[config.mk]
export PLATFORM = sky130hd
export DESIGN_NAME = bcd_mode_counter_flat
export DESIGN_NICKNAME = d
export VERILOG_FILES = /design/src/rtl/bcd_mode_counter_pkg.sv /design/src/rtl/bcd_mode_counter_if.sv /design/src/rtl/bcd_mode_counter_digit_step.sv /design/src/rtl/bcd_mode_counter_seg7.sv /design/src/rtl/bcd_mode_counter.sv /design/src/flat_wrapper.sv
export SDC_FILE = /design/constraint.sdc
export NUM_CORES = 1
export LEC_CHECK = 0
export BUFFER_PORTS_ARGS = -buffer_cell sky130_fd_sc_hd__buf_2
export CORE_MARGIN = 8
export CORE_UTILIZATION = 45
export DETAILED_ROUTE_END_ITERATION = 8
export PLACE_DENSITY = 0.69
export SETUP_SLACK_MARGIN = 0.5
export SYNTH_ARGS = -nofsm -noshare
export SYNTH_HDL_FRONTEND = slang
export SYNTH_SLANG_ARGS = --single-unit
[constraint.sdc]
create_clock -name clk_i -period 7.3 [get_ports clk_i]
set_input_delay 0.73 -clock clk_i [delete_from_list [all_inputs] [get_ports clk_i]]
set_output_delay 0.73 -clock clk_i [all_outputs]
set_load 0.02 [all_outputs]
[src/rtl/bcd_mode_counter_pkg.sv]
// rtl/bcd_mode_counter_pkg.sv - shared mode/state encodings and BCD constants
package bcd_mode_counter_pkg;

   // Step modes; the FSM state uses the same encoding as the mode input.
   localparam logic [1:0] MODE_HOLD = 2'b00;
   localparam logic [1:0] MODE_ADD1 = 2'b01;
   localparam logic [1:0] MODE_ADD2 = 2'b10;
   localparam logic [1:0] MODE_SUB1 = 2'b11;

   localparam logic [3:0] BCD_MAX_DIGIT = 4'd9;

   typedef enum logic [1:0] {
      ST_HOLD = MODE_HOLD,
      ST_ADD1 = MODE_ADD1,
      ST_ADD2 = MODE_ADD2,
      ST_SUB1 = MODE_SUB1
   } state_e;

   // Values above nine are not legal BCD; pin them to nine on load.
   function automatic logic [3:0] clamp_digit(input logic [3:0] d);
      return (d > BCD_MAX_DIGIT) ? BCD_MAX_DIGIT : d;
   endfunction

endpackage

[src/rtl/bcd_mode_counter_if.sv]
// rtl/bcd_mode_counter_if.sv - control and display bundle of the BCD mode counter
interface bcd_mode_counter_if #(
   parameter int DIGITS = 2
);
   logic                  en;
   logic [1:0]            mode;
   logic                  load;
   logic [4*DIGITS-1:0]   load_val;
   logic [4*DIGITS-1:0]   count_bcd;
   logic [1:0]            state;
   logic                  wrap;
   logic                  sat;
   logic [7*DIGITS-1:0]   hex;

   modport master (
      output en, mode, load, load_val,
      input  count_bcd, state, wrap, sat, hex
   );

   modport slave (
      input  en, mode, load, load_val,
      output count_bcd, state, wrap, sat, hex
   );
endinterface

[src/rtl/bcd_mode_counter_digit_step.sv]
// rtl/bcd_mode_counter_digit_step.sv - one decimal digit of the step adder with carry/borrow ripple
module bcd_digit_step
   import bcd_mode_counter_pkg::*;
(
   input  logic [3:0] digit_i,
   input  logic [1:0] step_i,   // own delta in mode encoding: 0, +1, +2, -1
   input  logic       sub_i,    // carry_i means a borrow when counting down
   input  logic       carry_i,
   output logic [3:0] digit_o,
   output logic       carry_o
);

   logic signed [5:0] sum;

   // Digit plus own delta plus incoming carry/borrow, folded back into 0..9.
   always_comb begin
      sum = $signed({2'b00, digit_i});
      case (step_i)
         MODE_ADD1: sum = sum + 6'sd1;
         MODE_ADD2: sum = sum + 6'sd2;
         MODE_SUB1: sum = sum - 6'sd1;
         default:   sum = sum;
      endcase
      if (carry_i) begin
         sum = sub_i ? (sum - 6'sd1) : (sum + 6'sd1);
      end
      digit_o = 4'(sum);
      carry_o = 1'b0;
      if (sum > 6'sd9) begin
         digit_o = 4'(sum - 6'sd10);
         carry_o = 1'b1;
      end else if (sum < 6'sd0) begin
         digit_o = 4'(sum + 6'sd10);
         carry_o = 1'b1;
      end
   end

endmodule

[src/rtl/bcd_mode_counter_seg7.sv]
// rtl/bcd_mode_counter_seg7.sv - BCD digit to active-low seven-segment decoder
module BCD_to_seven_segment (
   input  logic [3:0] bcd_i,
   output logic [6:0] seg_o    // {g,f,e,d,c,b,a}, 0 lights a segment
);

   // Plain lookup; non-BCD codes blank the digit.
   always_comb begin
      case (bcd_i)
         4'd0:    seg_o = 7'b1000000;
         4'd1:    seg_o = 7'b1111001;
         4'd2:    seg_o = 7'b0100100;
         4'd3:    seg_o = 7'b0110000;
         4'd4:    seg_o = 7'b0011001;
         4'd5:    seg_o = 7'b0010010;
         4'd6:    seg_o = 7'b0000010;
         4'd7:    seg_o = 7'b1111000;
         4'd8:    seg_o = 7'b0000000;
         4'd9:    seg_o = 7'b0010000;
         default: seg_o = 7'b1111111;
      endcase
   end

endmodule

[src/rtl/bcd_mode_counter.sv]
// rtl/bcd_mode_counter.sv - multi-digit BCD counter stepped by a registered mode FSM
module bcd_mode_counter
   import bcd_mode_counter_pkg::*;
#(
   parameter int DIGITS   = 2,
   parameter bit SATURATE = 1'b0
) (
   input  logic clk_i,
   input  logic reset_i,
   bcd_mode_counter_if.slave bus
);

   localparam int W = 4 * DIGITS;

   state_e          state_q, state_d;
   logic [W-1:0]    count_q, count_d;
   logic            wrap_q, wrap_d;
   logic            sat_q, sat_d;

   logic [W-1:0]    stepped;
   logic [W-1:0]    loaded;
   logic [W-1:0]    clamp_val;
   logic [DIGITS:0] carry;
   logic [1:0]      digit_step [DIGITS];
   logic            sub_dir;
   logic            overflow;

   assign sub_dir  = (state_q == ST_SUB1);
   assign carry[0] = 1'b0;
   // A carry out of the top digit is the only way the count leaves 0..10^DIGITS-1.
   assign overflow = carry[DIGITS];
   assign clamp_val = sub_dir ? '0 : {DIGITS{BCD_MAX_DIGIT}};

   // Only the least significant digit applies the step; the rest see carries.
   for (genvar g = 0; g < DIGITS; g++) begin : g_digit
      if (g == 0) begin : g_lsd
         assign digit_step[g] = state_q;
      end else begin : g_upper
         assign digit_step[g] = MODE_HOLD;
      end

      bcd_digit_step u_step (
         .digit_i (count_q[4*g +: 4]),
         .step_i  (digit_step[g]),
         .sub_i   (sub_dir),
         .carry_i (carry[g]),
         .digit_o (stepped[4*g +: 4]),
         .carry_o (carry[g+1])
      );

      assign loaded[4*g +: 4] = clamp_digit(bus.load_val[4*g +: 4]);

      BCD_to_seven_segment u_seg (
         .bcd_i (count_q[4*g +: 4]),
         .seg_o (bus.hex[7*g +: 7])
      );
   end

   // Next state follows mode directly; count uses load > enable > step priority.
   always_comb begin
      state_d = state_e'(bus.mode);
      count_d = count_q;
      wrap_d  = 1'b0;
      sat_d   = sat_q;
      if (bus.load) begin
         count_d = loaded;
         sat_d   = 1'b0;
      end else if (bus.en) begin
         if (state_q == ST_HOLD) begin
            sat_d = 1'b0;
         end else if (overflow && SATURATE) begin
            count_d = clamp_val;
            sat_d   = 1'b1;
         end else if (overflow) begin
            count_d = stepped;
            wrap_d  = 1'b1;
            sat_d   = 1'b0;
         end else begin
            count_d = stepped;
            sat_d   = 1'b0;
         end
      end
   end

   // State, count and status registers with synchronous reset.
   always_ff @(posedge clk_i) begin
      if (reset_i) begin
         state_q <= ST_HOLD;
         count_q <= '0;
         wrap_q  <= 1'b0;
         sat_q   <= 1'b0;
      end else begin
         state_q <= state_d;
         count_q <= count_d;
         wrap_q  <= wrap_d;
         sat_q   <= sat_d;
      end
   end

   assign bus.count_bcd = count_q;
   assign bus.state     = state_q;
   assign bus.wrap      = wrap_q;
   assign bus.sat       = sat_q;

endmodule

[src/flat_wrapper.sv]
// flat-port wrapper written by rule: the top's interface ports become plain ports
module bcd_mode_counter_flat import bcd_mode_counter_pkg::*;
#(
   parameter int DIGITS   = 2,
   parameter bit SATURATE = 1'b0
)
  (clk_i, reset_i, bus_en, bus_mode, bus_load, bus_load_val, bus_count_bcd, bus_state, bus_wrap, bus_sat, bus_hex);
  bcd_mode_counter_if #(.DIGITS(DIGITS)) bus_i ();
  input  logic clk_i;
  input  logic reset_i;
  input wire logic [$bits(bus_i.en)-1:0] bus_en;
  input wire logic [$bits(bus_i.mode)-1:0] bus_mode;
  input wire logic [$bits(bus_i.load)-1:0] bus_load;
  input wire logic [$bits(bus_i.load_val)-1:0] bus_load_val;
  output wire logic [$bits(bus_i.count_bcd)-1:0] bus_count_bcd;
  output wire logic [$bits(bus_i.state)-1:0] bus_state;
  output wire logic [$bits(bus_i.wrap)-1:0] bus_wrap;
  output wire logic [$bits(bus_i.sat)-1:0] bus_sat;
  output wire logic [$bits(bus_i.hex)-1:0] bus_hex;
  assign bus_i.en = bus_en;
  assign bus_i.mode = bus_mode;
  assign bus_i.load = bus_load;
  assign bus_i.load_val = bus_load_val;
  assign bus_count_bcd = bus_i.count_bcd;
  assign bus_state = bus_i.state;
  assign bus_wrap = bus_i.wrap;
  assign bus_sat = bus_i.sat;
  assign bus_hex = bus_i.hex;
  bcd_mode_counter #(.DIGITS(DIGITS), .SATURATE(SATURATE)) u_core (.clk_i(clk_i), .reset_i(reset_i), .bus(bus_i));
endmodule
==> summary.md <==
| Metric | Value |
|---|---|
| Worst relative slew slack | 37.7% |
| Via count | 1911 |
| # fillers | 452 |
| Pleak | 1.10 nW |
| Crit-path most repeated cell | inv_1 |
| WP data required | 7480 ps |
| HPWL after DPL | 3.93 mm |
| Hold Fails Final Rpt | 0 |
| Fin crit share | 53.8% |
| Status | finished, final reports clean |
| Cell Chain, Critical Path | inv_1 -> ha_1 -> mux2i_1 -> xnor2_1 -> inv_1 -> o211ai_2 -> a21o_1 -> mux2i_4 -> inv_1 -> ha_1 -> nor2_1 -> o31ai_1 -> a32o_1 -> a21oi_2 -> nand3_2 -> and3b_4 -> a311oi_2 |
| Critical Path Fanout Max | 10 |
| Largest net degree at the start of global routing | 20 |
| Maximum Capacitance Violations | 0 |
| Yosys reg bits | 25 |
| F_max | 0.255 GHz |
| Worst Hold Class | in -> reg |
| Worst Tran Pin Value | 927 ps |
| WL final | 4.93 mm |
| Worst EP arrival | 4100 ps |
| Min Hold Slack | 670 ps |
| Final setup viols | 0 |
| Mapped Area | 2200 um^2 |
| Power Dens Cells | 163 nW/um^2 |
| H-tree depth | 1 |
| ANT cells | 0 |
| Row cnt | 25 |
| Total core area | 4720 um^2 |
| CTS tree | built |
| CTS Buffer Depth | 2 |
| Kind of critical path | reg -> reg |
| Worst IR Drop VDD | 0.000105 V |
| Most common cell after layout, fill and taps aside | buf_2 |
| Worst skew pair latency | 260 ps |
| Critical path endpoint category | flip-flop |
| Most frequent cells in the layout | buf_2 (38), inv_1 (26), dfxtp_1 (25), ha_1 (21), nor2_1 (20) |
| Die X | 85.9 um |
| CTS root buffer | clkbuf_8 |
| Sinks on Clock Net | 25 |
| CP max-delay cell | a21o_1 |
| Height of the die | 85.9 um |
| First-pass GRT wire length | 8.37 mm |
| Seq/Total Area, Yosys | 22.8% |
| Clock transition at the registers of the reported paths | 80 ps |
| Wire per inst | 13.9 um |
| Initial DRC count | 153 |
| DRC viols | 0 |
| Starting Density | 46.5% |
| CTS buffer count | 3 |
| Total grt overflow | 0 |
| Synth Warn # | 0 |
| Global Route Usage Sum | 13.6% |
| Async set-or-reset flop fraction in the synthesized netlist | 0% |
| Clock skew | 5.05 ps |
| CP max stage delay | 450 ps |
| Yosys cell types | 71 |
| R2r setup slk | 3380 ps |
| 1st-pass router iterations | 4 |
| Initial antenna violation count | 0 |
| Post-synth EDFFs | 0 |
| Die Area | 7370 um^2 |
| Number of global-route vias before repair | 1815 |
| Final ANT Viol Nets | 0 |
| Syn-to-layout area delta | 11.3% |
| Post-CTS Resized | 0 |
| Worst Setup Start Kind | flip-flop |
| Cts hold-fix bufs | 0 |
| Post-CTS setup buffers | 0 |
| Gate Count Post-Synth | 258 |
| Syn nets | 293 |
| Max Slew Vio Count | 0 |
| Main synth FF type | dfxtp_1 |
| Count of input and output buffers | 38 |
| Setup Total Neg Slack | 0 ps |
| Drt via density | 5.38 |
| Syn_area_per_cell | 8.52 um^2 |
| GP Congestion | 0.943 |
| Share of cells above drive strength 1 | 24.7% |
| Net count, final | 324 |
| Minimum clock period after layout | 3920 ps |
| RSZ-0062 raised after global routing | false |
| # IOs | 40 |
state kept, by name, summed over array words and instances, names as in the netlist:
signal                      flops
u_core.bus.count_bcd            8
u_core.g_digit.u_seg.seg_o     14
u_core.bus.wrap                 1
u_core.bus.state                2
layout make-up:
type	instances	area, um^2	area share, %
clock buffers	4	45.0	1.84
inverters	27	104	4.25
flip-flops and latches	25	500	20.5
well taps	67	83.8	3.43
repair buffers	38	190	7.78
multi-input cells	194	1520	62.2
where the power goes:
group | internal [W] | total [W] | leakage, nW | switching, W
Sequential | 0.000151 | 0.000165 | 0.208 | 0.0000132
Combinational | 0.0000607 | 0.000154 | 0.872 | 0.0000936
Clock | 0.0000390 | 0.0000799 | 0.0228 | 0.0000409
Total | 0.000251 | 0.000399 | 1.10 | 0.000148
metrics by stage:
stage	instances	setup WS (ps)	cell area [um^2]	power [W]	util (%)
finish	355	3380	2440	0.000399	51.8
global route	355	3070	2440	0.000425	51.8
CTS	355	3380	2440	0.000402	51.8
detailed placement	351	3380	2400	0.000322	50.8
global placement	351	3510	2400	0.000322	50.8
floorplan	258	3730	2200	0.000286	-
worst max-delay path: cells and delay by family, from the launching register on:
| family | cells | cell delay (ps) |
|---|---|---|
| simple gates | 3 | 610 |
| buf+inv | 3 | 320 |
| flops | 1 | 420 |
| xor+xnor | 1 | 310 |
| mux | 2 | 430 |
| compound gates | 6 | 1260 |
| fa+ha+maj | 2 | 480 |
routing by layer:
metal / part of all wire (%) / track usage, %
met1: 49 / 17.7
met2: 45 / 21.6
met4: 1.2 / 5.57
met3: 5.4 / 2.01
met5: 0 / 0
path summary, 6_finish.rpt:
check,end,start,depth (start not counted)
max,u_core.g_digit[1].u_seg.seg_o[5],u_core.bus.count_bcd[1],17
min,u_core.bus.state[0],bus_mode[0],2
max reg2reg,u_core.g_digit[1].u_seg.seg_o[5],u_core.bus.count_bcd[1],17
min reg2reg,u_core.g_digit[0].u_seg.seg_o[1],u_core.bus.count_bcd[3],3
kinds of logic (layout without fill, tap and decap cells):
kind of cell,Yosys count,after routing,share of synthesized area [%]
multiplexers,17,17,8.94
AO/OA/AOI/OAI,73,73,24.4
buffers and inverters,39,69,7.97
AND/OR/NAND/NOR,73,73,19.9
flip-flops,25,25,22.8
adder cells (fa/ha/maj),21,21,12.0
other,1,1,0.171
XOR/XNOR,9,9,3.93
cell usage after synthesis (3+ instances only):
library cell	number	area, um^2
o21ai_0	10	50.1
a32o_1	3	30.0
nor3_1	6	30.0
a21oi_1	16	80.1
nor2_1	20	75.1
dfxtp_1	25	500
mux2i_1	14	140
o22ai_1	4	25.0
ha_1	21	263
a31oi_1	6	37.5
o31ai_1	6	45.0
o211ai_1	3	22.5
a21oi_2	4	35.0
nand3_1	7	35.0
xnor2_1	7	61.3
clkbuf_1	5	18.8
nand2_1	10	37.5
inv_1	26	97.6
nor2b_1	5	31.3
No activity file was read; power rests on OpenSTA's default activity.
